==> src/rtl/wb_stream_fifo.sv <==
// Wishbone pipelined write-stream FIFO: buffers upstream writes and replays them
// downstream, limiting how many downstream writes may await acknowledge at once.
module wb_stream_fifo #(
  parameter int DATA_WIDTH        = 8,
  parameter int ADDR_WIDTH        = 4,
  parameter int MAX_OUTSTANDING   = 4,
  parameter int ALMOST_FULL_LEVEL = (2**ADDR_WIDTH) - 2
) (
  input  logic                  clk_i,
  input  logic                  rst_i,
  input  logic                  s_cyc_i,
  input  logic                  s_stb_i,
  input  logic [DATA_WIDTH-1:0] s_dat_i,
  output logic                  s_stall_o,
  output logic                  s_ack_o,
  output logic                  m_cyc_o,
  output logic                  m_stb_o,
  output logic [DATA_WIDTH-1:0] m_dat_o,
  input  logic                  m_stall_i,
  input  logic                  m_ack_i,
  input  logic                  m_err_i,
  output logic [ADDR_WIDTH:0]   count_o,
  output logic                  full_o,
  output logic                  empty_o,
  output logic                  almost_full_o,
  output logic                  err_o
);
  localparam int                  DEPTH     = 2**ADDR_WIDTH;
  localparam logic [ADDR_WIDTH:0] DEPTH_C   = (ADDR_WIDTH+1)'(DEPTH);
  localparam logic [ADDR_WIDTH:0] AF_C      = (ADDR_WIDTH+1)'(ALMOST_FULL_LEVEL);
  localparam logic [ADDR_WIDTH:0] CNT_ONE   = (ADDR_WIDTH+1)'(1);
  localparam logic [ADDR_WIDTH-1:0] PTR_ONE = ADDR_WIDTH'(1);
  localparam logic [3:0]          MAX_OUT_C = 4'(MAX_OUTSTANDING);

  logic [DATA_WIDTH-1:0] mem_q [DEPTH];
  logic [ADDR_WIDTH-1:0] wr_ptr_q, wr_ptr_d;
  logic [ADDR_WIDTH-1:0] rd_ptr_q, rd_ptr_d;
  logic [ADDR_WIDTH:0]   count_q, count_d;
  logic [3:0]            outst_q, outst_d;
  logic                  ack_q;
  logic                  err_q, err_d;
  logic                  request, push, pop, complete;

  always_comb begin
    request       = s_cyc_i & s_stb_i;
    full_o        = (count_q == DEPTH_C);
    empty_o       = (count_q == '0);
    almost_full_o = (count_q >= AF_C);
    // A full FIFO refuses the push even if a pop frees a slot this same cycle.
    push          = request & ~full_o;
    s_stall_o     = request & full_o;
    m_stb_o       = ~empty_o & (outst_q < MAX_OUT_C);
    m_dat_o       = mem_q[rd_ptr_q];
    pop           = m_stb_o & ~m_stall_i;
    // Completions with nothing outstanding are strays and must not underflow.
    complete      = (m_ack_i | m_err_i) & (outst_q != '0);
    m_cyc_o       = m_stb_o | (outst_q != '0);

    wr_ptr_d = push ? wr_ptr_q + PTR_ONE : wr_ptr_q;
    rd_ptr_d = pop  ? rd_ptr_q + PTR_ONE : rd_ptr_q;

    count_d = count_q;
    case ({push, pop})
      2'b10:   count_d = count_q + CNT_ONE;
      2'b01:   count_d = count_q - CNT_ONE;
      default: count_d = count_q;
    endcase

    outst_d = outst_q;
    case ({pop, complete})
      2'b10:   outst_d = outst_q + 4'd1;
      2'b01:   outst_d = outst_q - 4'd1;
      default: outst_d = outst_q;
    endcase

    err_d = err_q | (m_err_i & (outst_q != '0));
  end

  // Storage is not reset; only the pointers define what is valid.
  always_ff @(posedge clk_i) begin
    if (push) begin
      mem_q[wr_ptr_q] <= s_dat_i;
    end
  end

  always_ff @(posedge clk_i) begin
    if (rst_i) begin
      wr_ptr_q <= '0;
      rd_ptr_q <= '0;
      count_q  <= '0;
      outst_q  <= '0;
      ack_q    <= 1'b0;
      err_q    <= 1'b0;
    end else begin
      wr_ptr_q <= wr_ptr_d;
      rd_ptr_q <= rd_ptr_d;
      count_q  <= count_d;
      outst_q  <= outst_d;
      ack_q    <= push;
      err_q    <= err_d;
    end
  end

  assign count_o = count_q;
  assign s_ack_o = ack_q;
  assign err_o   = err_q;

endmodule

==> config.mk <==
export PLATFORM = sky130hd
export DESIGN_NAME = wb_stream_fifo
export DESIGN_NICKNAME = d
export VERILOG_FILES = /design/src/rtl/wb_stream_fifo.sv
export SDC_FILE = /design/constraint.sdc
export NUM_CORES = 1
export LEC_CHECK = 0
export ABC_AREA = 1
export CAP_MARGIN = 10
export CORE_MARGIN = 2
export CORE_UTILIZATION = 54
export CTS_CLUSTER_DIAMETER = 50
export CTS_CLUSTER_SIZE = 14
export DETAILED_ROUTE_END_ITERATION = 16
export PLACE_DENSITY = 0.76
export REMOVE_ABC_BUFFERS = 1
export SYNTH_ARGS = -nofsm -noshare
export SYNTH_HDL_FRONTEND = slang
export SYNTH_SLANG_ARGS = --single-unit
==> constraint.sdc <==
create_clock -name clk_i -period 2.08 [get_ports clk_i]
set_input_delay 0.312 -clock clk_i [delete_from_list [all_inputs] [get_ports clk_i]]
set_output_delay 0.312 -clock clk_i [all_outputs]
set_load 0.01 [all_outputs]
Word level (Yosys, flattened, before mapping)
Memories as Yosys holds them, arrays and structs flattened. A register that Yosys moved wholly into a read port is not among the register bits. Cells that the tools add are included.

Register bits: 19. Input port bits: 15. Memories kept: 1. Logic and storage cells: 43. RAM bits: 128.

Memory list: mem_q (depth 16, bits a word 8, read ports 1, clocked after Yosys merged registers in 1, write ports 1, RTL line 35) `logic [DATA_WIDTH-1:0] mem_q [DEPTH];`.

$add $sub $neg: 6. Reduce and logical (&&, ||, !) cells: 4. Multiplexer cells: 6. Order comparisons: 2. Equality and inequality tests: 5. Bitwise gates (word level): 13.

Operator list (count): $add 4x1->4 const B (3); $pmux 5 s2 (1); $mux 4 (2); $pmux 4 s2 (1); $and 1x1->1 (7); $add 5x1->5 const B (1); $eq 5x5->1 const B (1); $ge 5x4->1 const B (1); $logic_not 5->1 (1); $sub 5x1->5 const B (1); $eq 2x1->1 const B (2); $eq 2x2->1 const B (2); $lt 4x3->1 const B (1); $reduce_bool 2->1 (2); $reduce_bool 4->1 (1); $sub 4x1->4 const B (1); $not 1->1 (3); $or 1x1->1 (3); $mux 1 (2).

Logic depth before layout (Yosys ltp)
Depth after elaboration: 6. Depth in mapped cells: 17.

Worst setup path after synthesis
OpenSTA, ideal clock, no wires.

Kind: register to register. Start point: register count_q[0] (netlist: count_o[0]). End point: register count_q[4] (netlist: count_o[4]). Clock period less this slack: 2.046 ns. Arrival: 1.937 ns. Cell stages (with the launch flop): 17. Slack: 0.034 ns. Cells stage by stage: dfxtp_1 -> nor2_1 -> nand4_1 -> nand3b_4 -> inv_2 -> ha_1 -> nand2_1 -> inv_1 -> nor2_1 -> ha_1 -> inv_1 -> nand2_1 -> nand3_1 -> nand3b_1 -> nand3_1 -> nand2_1 -> inv_1.

Word-level cells in the longest chain between the ends: 6.

Ends and longest elaborated chain: from (decl) (RTL line 38) `logic [ADDR_WIDTH:0] count_q, count_d;`; from (signal assigned) (RTL line 97) `count_q <= count_d;`; $logic_not 5->1 (*) (RTL line 47) `empty_o = (count_q == '0);`; $not 1->1 (*) (RTL line 52) `m_stb_o = ~empty_o & (outst_q < MAX_OUT_C);`; $and 1x1->1 (*) (RTL line 52); $and 1x1->1 (*) (RTL line 54) `pop = m_stb_o & ~m_stall_i;`; via pop (RTL line 42) `logic request, push, pop, complete;`; $eq 2x1->1 or $eq 2x2->1 (tied branches) (RTL line 63) `case ({push, pop})`; $pmux 5 s2 or $reduce_bool 2->1 (tied branches).

The timed path passes the listed nets; every way through them passes the cells marked *. A chain may end at the register's enable or synchronous reset.

==> results list <==
- Buffers added on ports: 35
* Failing checks: setup timing
- The endpoint identified for the worst register-to-register timing path is outst_q[2].
- In this run the standard cell core region covers 0.0120 sq mm.
* Arrival time of data at the critical path endpoint: 1820 ps
- The synthesized design contains 151 register bits.
- PwrDens: 1180 mW/mm^2
- Top cell types by occurrence after synthesis: edfxtp_1, inv_1, nand2_1
- After detailed routing, the number of vias per cell comes to 5.62.
* Critical Path Source Type: flip-flop
- Ordered cell list for the critical path: buf_6 -> buf_8 -> o211ai_1 -> nand3_1 -> nand3_1 -> nand2_1 -> buf_2
- Averaged over all synthesized cells, the footprint is 10.9 sq um.
- Buffer and inverter count on the worst path: 3
- In the final design database the tool counted 715 nets.
* Clock Sink Count: 151
- Of the post-synthesis cell area, the dominant cell type holds 0.582.
- Crit path top cell by count: nand3_1
- For this run, the slowest stage of the critical path takes 380 ps.
* Measured slew at the worst slew-check pin: 580 ps
* Clk Latency, worst-skew pair: 420 ps
- TritonCTS built the clock tree.
- Worst slew margin: 0.612
- Number of rows in the core area: 40
* Minimum clock period: 2130 ps
* Start point of the worst min-delay path: err_o
- Measured in cells, the most critical reg-to-reg path has a length of 13.
- Total of endpoints with negative setup slack in the final report: 1
- Drt initial violations: 496
- The analysis attributes to cell leakage a power of 3.24 nW.
- Crit path capture type: primary output
- Across all register-to-register paths, the minimum setup slack is 120 ps.
- For this run, the register share of the synthesized area comes to 0.652.
- The first detailed-routing pass ran for 5 iterations.
* Final critical-path share of the clock period: 1.02
- Buffer cell driving the clock tree root: clkbuf_16
- Total CTS buffers: 17
- Count of synthesis-stage warnings from yosys: 0
* Via count of the first global-routing pass: 4518
- After global routing the overflow that remains totals 0.
* Worst IR drop on VDD: 0.802 mV
- Run status: finished, violations left
- Die Wd: 115 um
- The tool flagged a number of max-cap violations equal to 0.
- Counting flops with an async set or reset pin after synthesis yields a share of 0.
- DP HPWL: 8910 um
- Endpoints failing hold: 0
- On the critical path the largest part of the delay comes from buffers and inverters.
* Global placer's final weighted congestion: 0.866
- Worst min-delay path category: flip-flop to flip-flop
- Summed over all layers, the routed wires come to 15000 um.
- Hold Crit Depth: 2
- The die covers 0.0131 sq mm.
* End point of the most critical hold path: err_o
- Summing over every cut layer, the via total after detailed routing is 4769.
- Number of distinct library cells after synthesis: 26
* Initial standard-cell utilization of the core: 0.552
- Synthesized area: 0.00660 sq mm
- Origin of the critical flop-to-flop path: count_o[3]
* Average wire per standard cell: 17.7 um
- Timing would allow up to 469 MHz.
- Count of flip-flops with a built-in enable after synthesis: 128
* Worst Path Class, Setup: flip-flop to primary output
- Entering global routing, the biggest net connects 51 pins.
* Antenna-violating nets left: 0
* Unrepaired setup endpoints after global routing: true
- Yosys attributes the largest share of cell area to edfxtp_1, dfxtp_1, inv_1, nand2_1, nand3_1.
* Top fanout value on the critical path: 11
* Count of final max-slew check failures: 0
- The first global-routing pass estimated 23000 um of wire.
- The clock arrives with 8.42 ps of skew.
* Area Overhead vs Synth: 26.1%
- After clock tree synthesis, the clock-pin slew on the worst setup and hold paths is 60 ps.
* I/O pin cnt: 36
- Clock Tree Buf Depth: 2
- Setup tns final: -50.9 ps
- Layout fillers: 804
* Final standard cell count with taps included and fillers excluded: 848
* Predominant post-synthesis flop cell: edfxtp_1
* Number of remaining DRC errors: 0
- Global Route Usage Sum: 0.234
- In the post-synthesis netlist, the cell with the most instances is edfxtp_1.
- The repair_antennas step left the layout with diodes totalling 0.
- edfxtp_1 takes more of the synthesized area than any other cell.
* Number of buffers added to fix hold violations after cts: 0
- H-tree lvl count: 4
* Worst Setup Slack, final: -50.9 ps
* Share of post-route cells with drive strength above 1: 0.198
- The design draws 9.82 mW.
- Highest-delay cell along the critical path: dfxtp_4
- Dpl cells: 800
* Floorplan die height: 115 um
- At the worst endpoint, the required time is 1770 ps.
- The number of antenna violations at the first check in global routing is 0.
- Synth Instances: 606
-- cell type report --
class,instances,area (sq um),share of cell area
clock inverters,12,158,0.0189
flip-flops and latches,151,4320,0.519
inverters,103,390,0.0469
repair buffers,90,932,0.112
clock buffers,20,437,0.0525
well taps,147,184,0.0221
multi-input cells,325,1900,0.229
-- worst min-delay path: cells and delay by family, from the launching register on --
family           cells  cell delay [ps]
flip-flops           1              350
AND/OR/NAND/NOR      1               70
AO/OA/AOI/OAI        1               50
-- power by group --
part	leakage, nW	switching [mW]	internal (mW)
sequential	1.34	0.133	3.43
clock	0.288	1.13	1.98
combinational	1.61	1.70	1.45
total	3.24	2.96	6.86
-- sequential cells by signal (all words and copies together), names as in the netlist, named ones only --
name	cells
count_o	5
err_o	1
mem_q	128
outst_q	4
rd_ptr_q	4
s_ack_o	1
wr_ptr_q	4
-- placed cells by master (no fill, tap or decap), types with 19 or more instances in the layout --
master | netlist | routed
edfxtp_1 | 128 | 128
inv_1 | 102 | 98
nand2_1 | 85 | 81
nand3_1 | 59 | 55
buf_4 | 2 | 40
a21oi_1 | 51 | 38
nor2_1 | 29 | 24
o211ai_1 | 23 | 23
clkdlybuf4s50_1 | 0 | 23
clkbuf_16 | 0 | 22
o21ai_1 | 10 | 21
o21ai_0 | 32 | 20
dfxtp_1 | 23 | 19
-- routing by layer --
layer,global-route usage,part of all wire,vias to the layer above
met1,0.292,0.40,2305
met5,0,0,-
met3,0.0519,0.063,22
met2,0.395,0.51,192
met4,0.100,0.020,0
li1,-,-,2250
-- how the worst max path moves through the flow --
stage                     depth (start not counted)    endpoint  startpoint  slack [ps]
after floorplan                                   4  m_dat_o[6]   flip-flop       -1190
after global placement                           16  count_o[4]     s_cyc_i         -90
after detailed placement                         16  count_o[4]     s_cyc_i        -160
after CTS                                         5     m_stb_o  count_o[3]         -10
after global routing                              7  m_dat_o[2]   flip-flop        -120
final                                             7  m_dat_o[2]   flip-flop         -50
-- timing repair --
item,CTS,global route
endpoints found under the setup margin,11,19
gates resized for setup,56,49
buffers inserted,7,4
cloned,1,5
pin swaps,18,32
-- per-stage QoR --
stage / hold WS [ps] / worst slack (ps) / utilization / area, sq um
2_1_floorplan: 381 / -1190 / - / 6440
3_3_place_gp: 456 / -88.3 / 0.612 / 7320
3_5_place_dp: 490 / -156 / 0.612 / 7320
4_1_cts: 508 / -10.9 / 0.670 / 8010
5_1_grt: 542 / -124 / 0.696 / 8320
6_report: 505 / -50.9 / 0.696 / 8320
-- cells by family after synthesis --
| group | after synthesis | synth area share |
|---|---|---|
| AO/OA/AOI/OAI | 127 | 0.116 |
| buffers and inverters | 130 | 0.0827 |
| flip-flops | 151 | 0.652 |
| adder cells (fa/ha/maj) | 12 | 0.0227 |
| AND/OR/NAND/NOR | 179 | 0.117 |
| XOR/XNOR | 7 | 0.00929 |
(Power assumes the default switching activity.)
